### src/rtl/ntt_pkg.sv
// ntt_pkg: shared types and constants for the NTT sequencer.
package ntt_pkg;
  typedef enum logic [1:0] {IDLE, RUN, LAYER_END, DONE} state_t;
  localparam int Q_DILITHIUM = 8380417;
  localparam int Q_KYBER = 3329;
  localparam int LAYERS_DILITHIUM = 8;
  localparam int LAYERS_KYBER = 7;
  localparam int N = 256;
  localparam int ADDR_W = 8;
  // Smallest stride exponent: the innermost layer of the transform.
  function automatic logic [2:0] min_stride(input logic red);
    return red ? 3'(8 - LAYERS_KYBER) : 3'(8 - LAYERS_DILITHIUM);
  endfunction
endpackage

### src/rtl/ntt_ctrl_if.sv
// ntt_ctrl_if: start/busy/done handshake plus RAM, twiddle and butterfly control.
interface ntt_ctrl_if;
  import ntt_pkg::*;
  logic start_i;
  logic inverse_i;
  logic sel_red_i;
  logic busy_o;
  logic done_o;
  logic rd_en_o;
  logic [ADDR_W-1:0] rd_addr_a_o;
  logic [ADDR_W-1:0] rd_addr_b_o;
  logic wr_en_o;
  logic [ADDR_W-1:0] wr_addr_a_o;
  logic [ADDR_W-1:0] wr_addr_b_o;
  logic [ADDR_W-1:0] tw_addr_o;
  logic sel_butterfly_o;
  logic sel_red_o;
  modport master (
    output start_i, inverse_i, sel_red_i,
    input busy_o, done_o, rd_en_o, rd_addr_a_o, rd_addr_b_o, wr_en_o,
    wr_addr_a_o, wr_addr_b_o, tw_addr_o, sel_butterfly_o, sel_red_o
  );
  modport slave (
    input start_i, inverse_i, sel_red_i,
    output busy_o, done_o, rd_en_o, rd_addr_a_o, rd_addr_b_o, wr_en_o,
    wr_addr_a_o, wr_addr_b_o, tw_addr_o, sel_butterfly_o, sel_red_o
  );
endinterface

### src/rtl/ntt_addr_gen.sv
// ntt_addr_gen: butterfly pair addresses and twiddle index from pair counter and stride.
module ntt_addr_gen
  import ntt_pkg::*;
(
  input  logic [ADDR_W-2:0] j,
  input  logic [2:0]        s,
  input  logic              inverse,
  output logic [ADDR_W-1:0] a,
  output logic [ADDR_W-1:0] b,
  output logic [ADDR_W-1:0] tw
);
  logic [ADDR_W-1:0] jj, g, len, base;
  always_comb begin
    jj = {1'b0, j};
    len = ADDR_W'(1) << s;
    g = jj >> s;
    a = (g << ({1'b0, s} + 4'd1)) | (jj & (len - ADDR_W'(1)));
    b = a + len;
    base = ADDR_W'(128) >> s;
    // 256/len wraps to 0 for len=1; modulo-256 arithmetic still yields 255-g.
    tw = inverse ? (base << 1) - ADDR_W'(1) - g : base + g;
  end
endmodule

### src/rtl/ntt_ctrl.sv
// ntt_ctrl: layer/pair sequencer driving one butterfly over a 256-entry polynomial RAM.
module ntt_ctrl
  import ntt_pkg::*;
#(
  parameter int LOG_N = 8
) (
  input logic       clk_i,
  input logic       rst_i,
  ntt_ctrl_if.slave bus
);
  state_t state, state_n;
  logic [LOG_N-2:0] j;
  logic [2:0] s;
  logic inv, red, run, last_layer, wr_en;
  logic [ADDR_W-1:0] a, b, tw, wr_a, wr_b;
  ntt_addr_gen u_addr_gen (.j(j), .s(s), .inverse(inv), .a(a), .b(b), .tw(tw));
  assign run = state == RUN;
  assign last_layer = inv ? s == 3'd7 : s == min_stride(red);
  always_comb begin
    state_n = state == IDLE      ? (bus.start_i ? RUN : IDLE) :
              state == RUN       ? (&j ? LAYER_END : RUN) :
              state == LAYER_END ? (last_layer ? DONE : RUN) : IDLE;
  end
  always_ff @(posedge clk_i) begin
    if (rst_i) begin
      state <= IDLE;
      j <= '0;
      s <= '0;
      inv <= 1'b0;
      red <= 1'b0;
      wr_en <= 1'b0;
      wr_a <= '0;
      wr_b <= '0;
    end else begin
      state <= state_n;
      j <= run ? j + 1'b1 : '0;
      if (state == IDLE && bus.start_i) begin
        inv <= bus.inverse_i;
        red <= bus.sel_red_i;
        s <= bus.inverse_i ? min_stride(bus.sel_red_i) : 3'd7;
      end else if (state == LAYER_END && !last_layer) begin
        s <= inv ? s + 3'd1 : s - 3'd1;
      end
      wr_en <= run;
      wr_a <= bus.rd_addr_a_o;
      wr_b <= bus.rd_addr_b_o;
    end
  end
  assign bus.busy_o = run || state == LAYER_END;
  assign bus.done_o = state == DONE;
  assign bus.rd_en_o = run;
  assign bus.rd_addr_a_o = run ? a : '0;
  assign bus.rd_addr_b_o = run ? b : '0;
  assign bus.tw_addr_o = run ? tw : '0;
  assign bus.wr_en_o = wr_en;
  assign bus.wr_addr_a_o = wr_a;
  assign bus.wr_addr_b_o = wr_b;
  assign bus.sel_butterfly_o = inv;
  assign bus.sel_red_o = red;
endmodule

### src/flat_wrapper.sv
// flat-port wrapper written by rule: the top's interface ports become plain ports
module ntt_ctrl_flat import ntt_pkg::*;
#(
  parameter int LOG_N = 8
)
  (clk_i, rst_i, bus_start_i, bus_inverse_i, bus_sel_red_i, bus_busy_o, bus_done_o, bus_rd_en_o, bus_rd_addr_a_o, bus_rd_addr_b_o, bus_wr_en_o, bus_wr_addr_a_o, bus_wr_addr_b_o, bus_tw_addr_o, bus_sel_butterfly_o, bus_sel_red_o);
  ntt_ctrl_if bus_i ();
  input logic clk_i;
  input logic rst_i;
  input wire logic [$bits(bus_i.start_i)-1:0] bus_start_i;
  input wire logic [$bits(bus_i.inverse_i)-1:0] bus_inverse_i;
  input wire logic [$bits(bus_i.sel_red_i)-1:0] bus_sel_red_i;
  output wire logic [$bits(bus_i.busy_o)-1:0] bus_busy_o;
  output wire logic [$bits(bus_i.done_o)-1:0] bus_done_o;
  output wire logic [$bits(bus_i.rd_en_o)-1:0] bus_rd_en_o;
  output wire logic [$bits(bus_i.rd_addr_a_o)-1:0] bus_rd_addr_a_o;
  output wire logic [$bits(bus_i.rd_addr_b_o)-1:0] bus_rd_addr_b_o;
  output wire logic [$bits(bus_i.wr_en_o)-1:0] bus_wr_en_o;
  output wire logic [$bits(bus_i.wr_addr_a_o)-1:0] bus_wr_addr_a_o;
  output wire logic [$bits(bus_i.wr_addr_b_o)-1:0] bus_wr_addr_b_o;
  output wire logic [$bits(bus_i.tw_addr_o)-1:0] bus_tw_addr_o;
  output wire logic [$bits(bus_i.sel_butterfly_o)-1:0] bus_sel_butterfly_o;
  output wire logic [$bits(bus_i.sel_red_o)-1:0] bus_sel_red_o;
  assign bus_i.start_i = bus_start_i;
  assign bus_i.inverse_i = bus_inverse_i;
  assign bus_i.sel_red_i = bus_sel_red_i;
  assign bus_busy_o = bus_i.busy_o;
  assign bus_done_o = bus_i.done_o;
  assign bus_rd_en_o = bus_i.rd_en_o;
  assign bus_rd_addr_a_o = bus_i.rd_addr_a_o;
  assign bus_rd_addr_b_o = bus_i.rd_addr_b_o;
  assign bus_wr_en_o = bus_i.wr_en_o;
  assign bus_wr_addr_a_o = bus_i.wr_addr_a_o;
  assign bus_wr_addr_b_o = bus_i.wr_addr_b_o;
  assign bus_tw_addr_o = bus_i.tw_addr_o;
  assign bus_sel_butterfly_o = bus_i.sel_butterfly_o;
  assign bus_sel_red_o = bus_i.sel_red_o;
  ntt_ctrl #(.LOG_N(LOG_N)) u_core (.clk_i(clk_i), .rst_i(rst_i), .bus(bus_i));
endmodule
### config.mk
export PLATFORM = sky130hd
export DESIGN_NAME = ntt_ctrl_flat
export DESIGN_NICKNAME = d
export VERILOG_FILES = /design/src/rtl/ntt_pkg.sv /design/src/rtl/ntt_ctrl_if.sv /design/src/rtl/ntt_addr_gen.sv /design/src/rtl/ntt_ctrl.sv /design/src/flat_wrapper.sv
export SDC_FILE = /design/constraint.sdc
export NUM_CORES = 1
export LEC_CHECK = 0
export CORE_ASPECT_RATIO = 0.9
export CORE_MARGIN = 4
export CORE_UTILIZATION = 25
export CTS_CLUSTER_DIAMETER = 50
export DETAILED_ROUTE_END_ITERATION = 16
export HOLD_SLACK_MARGIN = 0.08
export PLACE_DENSITY = 0.57
export SYNTH_ARGS = -nofsm -noshare
export SYNTH_HDL_FRONTEND = slang
export SYNTH_SLANG_ARGS = --single-unit
### constraint.sdc
create_clock -name clk_i -period 3.4 [get_ports clk_i]
set_input_delay 0.51 -clock clk_i [delete_from_list [all_inputs] [get_ports clk_i]]
set_output_delay 0.51 -clock clk_i [all_outputs]
set_load 0.05 [all_outputs]
==> report_table.html, run 1 <==
<table>
<tr><th>Metric</th><th>Value</th></tr>
<tr><th colspan="2">Timing</th></tr>
<tr><td>Peak clock frequency supported by timing</td><td>0.256 GHz</td></tr>
<tr><td>Setup slack after layout</td><td>-0.512 ns</td></tr>
<tr><td>Max-slew violations</td><td>0</td></tr>
<tr><td>Setup-violating endpoint count in the final report</td><td>10</td></tr>
<tr><td>Minimum clock period after layout</td><td>3.91 ns</td></tr>
<tr><td>Final Hold Fails</td><td>0</td></tr>
<tr><td>Setup Skew</td><td>0.00550 ns</td></tr>
<tr><td>Unrepaired setup endpoints after global routing</td><td>yes</td></tr>
<tr><td>Crit share post-route</td><td>115%</td></tr>
<tr><td>Relative max-transition margin</td><td>65.3%</td></tr>
<tr><td>Worst Tran Pin Value</td><td>0.518 ns</td></tr>
<tr><td>Accumulated negative setup slack</td><td>-2.58 ns</td></tr>
<tr><th colspan="2">Floorplan</th></tr>
<tr><td>Number of ports placed on the die boundary</td><td>51</td></tr>
<tr><td>Die Span X</td><td>122 um</td></tr>
<tr><td>Core area</td><td>11400 sq um</td></tr>
<tr><td>Total die area</td><td>13500 sq um</td></tr>
<tr><td>Row count</td><td>37</td></tr>
<tr><td>Floorplan die height</td><td>111 um</td></tr>
<tr><td>Effective utilization at floorplan</td><td>25.6%</td></tr>
<tr><th colspan="2">Setup path</th></tr>
<tr><td>Required time at the worst-slack endpoint</td><td>2.89 ns</td></tr>
<tr><td>Reg2Reg Depth</td><td>16</td></tr>
<tr><td>Slack of the worst reg-to-reg path</td><td>0.32 ns</td></tr>
<tr><td>Kind of end point of the critical path</td><td>output pin</td></tr>
<tr><td>Slowest Stage Delay on Critical Path</td><td>0.42 ns</td></tr>
<tr><td>Capture instance of the worst register-to-register path</td><td>u_core.bus.wr_addr_b_o[7]</td></tr>
<tr><td>Worst path slowest cell</td><td>dfxtp_4</td></tr>
<tr><td>Worst-path cell chain</td><td>inv_1 -&gt; buf_4 -&gt; ha_4 -&gt; buf_4 -&gt; nor3_2 -&gt; a32o_2 -&gt; a211oi_1 -&gt; a211oi_1 -&gt; o31ai_1 -&gt; inv_1 -&gt; ha_4 -&gt; buf_4 -&gt; nor3_1 -&gt; nor3_2 -&gt; xnor3_1 -&gt; nor2_4 -&gt; buf_12</td></tr>
<tr><td>Critical Path Fanout Max</td><td>8</td></tr>
<tr><td>Data arrival time of the worst path</td><td>3.40 ns</td></tr>
<tr><td>Number of buffers and inverters on the critical path</td><td>6</td></tr>
<tr><td>Cell family with most CP delay</td><td>buffers and inverters</td></tr>
<tr><td>Reg2Reg Launch Point</td><td>u_core.s[0]</td></tr>
<tr><td>Critical path launch point type</td><td>flop</td></tr>
<tr><td>Worst Path Class, Setup</td><td>reg -&gt; out</td></tr>
<tr><td>Cell repeated most along the worst path</td><td>buf_4</td></tr>
<tr><th colspan="2">Worst hold path</th></tr>
<tr><td>Min-delay src</td><td>u_core.bus.sel_red_o</td></tr>
<tr><td>Number of stages on the worst hold path</td><td>2</td></tr>
<tr><td>End point of the worst hold path</td><td>u_core.bus.sel_red_o</td></tr>
<tr><td>Type of the tightest min-delay check</td><td>reg -&gt; reg</td></tr>
<tr><th colspan="2">GRT</th></tr>
<tr><td>Antenna violations before repair</td><td>0</td></tr>
<tr><td>Met3 Resource Use GR</td><td>2.30%</td></tr>
<tr><td>Wire length of the first global-routing pass</td><td>17.1 mm</td></tr>
<tr><td>Maximum number of pins on one net before global-route repair</td><td>21</td></tr>
<tr><td>Global router's overall resource usage</td><td>15.7%</td></tr>
<tr><td>Grt met2 use</td><td>25.1%</td></tr>
<tr><td>Leftover overflow at the end of global routing</td><td>0</td></tr>
<tr><td>Number of global-route vias before repair</td><td>3325</td></tr>
<tr><td>Global route hottest layer</td><td>met2</td></tr>
<tr><td>Met1 global-route usage</td><td>22.2%</td></tr>
<tr><th colspan="2">Cells and area</th></tr>
<tr><td>Fill cell total of the finished layout</td><td>1044</td></tr>
<tr><td>Post-route insts no fill</td><td>701</td></tr>
<tr><td>Area of combinational cells with multiple inputs</td><td>2680 sq um</td></tr>
<tr><td>Area occupied by registers</td><td>629 sq um</td></tr>
<tr><td>Syn-to-layout area delta</td><td>85.6%</td></tr>
<tr><td>Fraction of final layout cells with drive strength greater than 1</td><td>46.2%</td></tr>
<tr><td>Final instance area</td><td>5440 sq um</td></tr>
<tr><td># nets final</td><td>580</td></tr>
<tr><td>N_diodes</td><td>0</td></tr>
<tr><th colspan="2">Clock network</th></tr>
<tr><td>CTS H-Tree Depth</td><td>2</td></tr>
<tr><td>Clock tree from TritonCTS</td><td>built</td></tr>
<tr><td>Number of buffers added by the clock tree synthesis step</td><td>5</td></tr>
<tr><td>Clock Latency Late Sink</td><td>0.28 ns</td></tr>
<tr><td>Maximum number of buffers from clock root to sink</td><td>2</td></tr>
<tr><td>Clock sink total</td><td>31</td></tr>
<tr><td>Clock transition time at the flip-flop clock pins of the worst setup and hold paths</td><td>0.05 ns</td></tr>
<tr><td>Root buf cell</td><td>clkbuf_16</td></tr>
<tr><th colspan="2">Yosys</th></tr>
<tr><td>Asr flop ratio synth</td><td>0%</td></tr>
<tr><td>Number of flops mapped to enable cells by yosys</td><td>0</td></tr>
<tr><td>Number of distinct library cells after synthesis</td><td>57</td></tr>
<tr><td>Synthesized netlist net count</td><td>418</td></tr>
<tr><td>Area of the mapped netlist</td><td>2930 sq um</td></tr>
<tr><td>Syn avg cell area</td><td>7.67 sq um</td></tr>
<tr><td>Yosys warnings</td><td>0</td></tr>
<tr><td>Area share of the leading cell type in the synthesized netlist</td><td>21.2%</td></tr>
<tr><td>Synth Flop Type</td><td>dfxtp_1</td></tr>
<tr><td>Post-synth top area cell</td><td>dfxtp_1</td></tr>
<tr><td>Sequential area share after synthesis</td><td>21.2%</td></tr>
<tr><td>Gate Count Post-Synth</td><td>382</td></tr>
<tr><td>Flops &amp; latches, synth</td><td>31</td></tr>
<tr><td>Synth area leaders</td><td>dfxtp_1 (21%), ha_1 (12%), nor2_1 (5.6%)</td></tr>
<tr><th colspan="2">Status</th></tr>
<tr><td>Run status</td><td>finished, violations left</td></tr>
<tr><td>Violated checks</td><td>negative setup slack</td></tr>
<tr><th colspan="2">Power</th></tr>
<tr><td>Power, Total</td><td>1.49 mW</td></tr>
<tr><td>Worst vdd rail ir drop</td><td>0.000189 V</td></tr>
<tr><td>Power density relative to cell area</td><td>273 nW/um^2</td></tr>
<tr><td>Leakage power</td><td>2.23 nW</td></tr>
<tr><th colspan="2">Place</th></tr>
<tr><td>Placed Cells incl. Taps</td><td>666</td></tr>
<tr><td>Last weighted congestion value of the routability-driven placer</td><td>0.921</td></tr>
<tr><td>Instance area after placement</td><td>4540 sq um</td></tr>
<tr><td>Detailed-placement wirelength estimate</td><td>8.22 mm</td></tr>
<tr><td>PortBufs</td><td>50</td></tr>
<tr><th colspan="2">Drt</th></tr>
<tr><td>Starting DRC count in detailed routing</td><td>241</td></tr>
<tr><td>Post-detailed-route via-to-cell ratio</td><td>4.80</td></tr>
<tr><td>First-pass DRT Iterations</td><td>4</td></tr>
<tr><td>Total via count after detailed routing</td><td>3364</td></tr>
<tr><td>Count of unresolved DRC violations after routing</td><td>0</td></tr>
<tr><td>ANT nets after route</td><td>0</td></tr>
<tr><td>DRT Wirelength</td><td>11.2 mm</td></tr>
<tr><td>Average wire length per cell after detail routing</td><td>16.0 um</td></tr>
<tr><th colspan="2">Job</th></tr>
<tr><td>Count of max-cap constraint violations</td><td>0</td></tr>
</table>
-- kinds of logic after synthesis --
family | share of synthesized area, %
simple gates | 24.3
compound gates | 21.7
buf+inv | 6.87
fa+ha+maj | 14.3
flops | 21.2
xor+xnor | 6.45
mux | 5.25
-- synthesized netlist by cell type (5+ instances only) --
master    number
nor2_1        44
dfxtp_1       31
ha_1          27
a21oi_1       26
inv_1         26
nand2_1       23
and2_1        16
o21ai_0       16
mux2i_1       12
nor3_1        12
clkbuf_1      11
nor2b_1       10
xor2_1        10
xnor2_1        9
a211oi_1       8
buf_2          8
nand3_1        7
o211ai_1       6
and3_1         5
nand2b_1       5
o31ai_1        5
-- registers in the layout, summed over array words and instances (netlist names) --
signal,flops
u_core.j,7
u_core.bus.wr_addr_a_o,8
u_core.bus.sel_red_o,1
u_core.state,2
u_core.bus.wr_addr_b_o,8
u_core.bus.wr_en_o,1
u_core.bus.sel_butterfly_o,1
u_core.s,3
-- layout make-up --
class | instances | share of cell area (%)
timing repair buffer | 176 | 30.8
clock inverter | 3 | 0.276
sequential | 31 | 11.6
clock buffer | 5 | 2.30
inverter | 28 | 2.14
tap | 156 | 3.59
multi-input combinational | 302 | 49.3
-- report_power, final --
group	internal, mW	switching [mW]
combinational	0.305	0.355
clock	0.267	0.170
sequential	0.374	0.0134
-- timing repair --
item                                    in CTS  in global routing
buffers inserted                            14                 14
pin swaps                                   22                 27
hold buffers                                 0                  0
resized for setup                           62                 55
endpoints found under the setup margin      14                 13
-- routing by layer --
metal / wire (um) / vias up
met2: 5240 / 73
li1: - / 1673
met4: 182 / 0
met3: 528 / 13
met1: 5260 / 1605
met5: 0 / -
-- how the worst max path moves through the flow --
stage | from | endpoint | cells after the start
finish | u_core.s[0] | bus_rd_addr_b_o[7] | 17
global route | u_core.s[1] | bus_rd_addr_b_o[7] | 14
CTS | u_core.s[0] | bus_rd_addr_b_o[7] | 12
detailed placement | u_core.s[1] | bus_rd_addr_b_o[6] | 17
global placement | u_core.s[0] | bus_rd_addr_b_o[7] | 15
floorplan | u_core.s[1] | bus_rd_addr_b_o[6] | 16
-- layout by cell type (no fill, tap or decap), types with 6 or more instances in the layout --
cell type          n
ha_1              13
xor2_1             9
inv_1             20
mux2i_1            6
buf_6             16
clkdlybuf4s50_1   26
a21oi_2            6
a21oi_1           17
xnor2_1            9
mux2i_4            6
o21ai_0            9
nand2_1           23
ha_4              11
nor2b_1            6
o211ai_1           6
buf_4            115
and2_1            16
nand3_1            7
buf_12            18
dfxtp_1           28
nor2_1            38
-- metrics by stage --
step / util [%] / setup WS [ns] / hold WS, ns
2_1_floorplan: - / -0.267 / 0.437
3_3_place_gp: 39.7 / -0.308 / 0.479
3_5_place_dp: 39.7 / -0.457 / 0.482
4_1_cts: 44.0 / -0.415 / 0.490
5_1_grt: 47.6 / -0.622 / 0.508
6_report: 47.6 / -0.512 / 0.485
-- worst reg2reg max path: cells and delay by family (launching register included) --
family                   cells  cell delay (ns)
buffers and inverters        5             0.71
adder cells (fa/ha/maj)      2             0.51
XOR/XNOR                     1             0.27
flip-flops                   1             0.42
AO/OA/AOI/OAI                4             0.68
AND/OR/NAND/NOR              4             0.37
Note: power is estimated with default switching activity, not from simulation.
==> run 2: changes to the inputs <==
- CTS_BUF_LIST: not set -> sky130_fd_sc_hd__clkbuf_16
==> results of run 2 <==
Same layout as run 1: the final DEF is identical, and so are final timing and power.
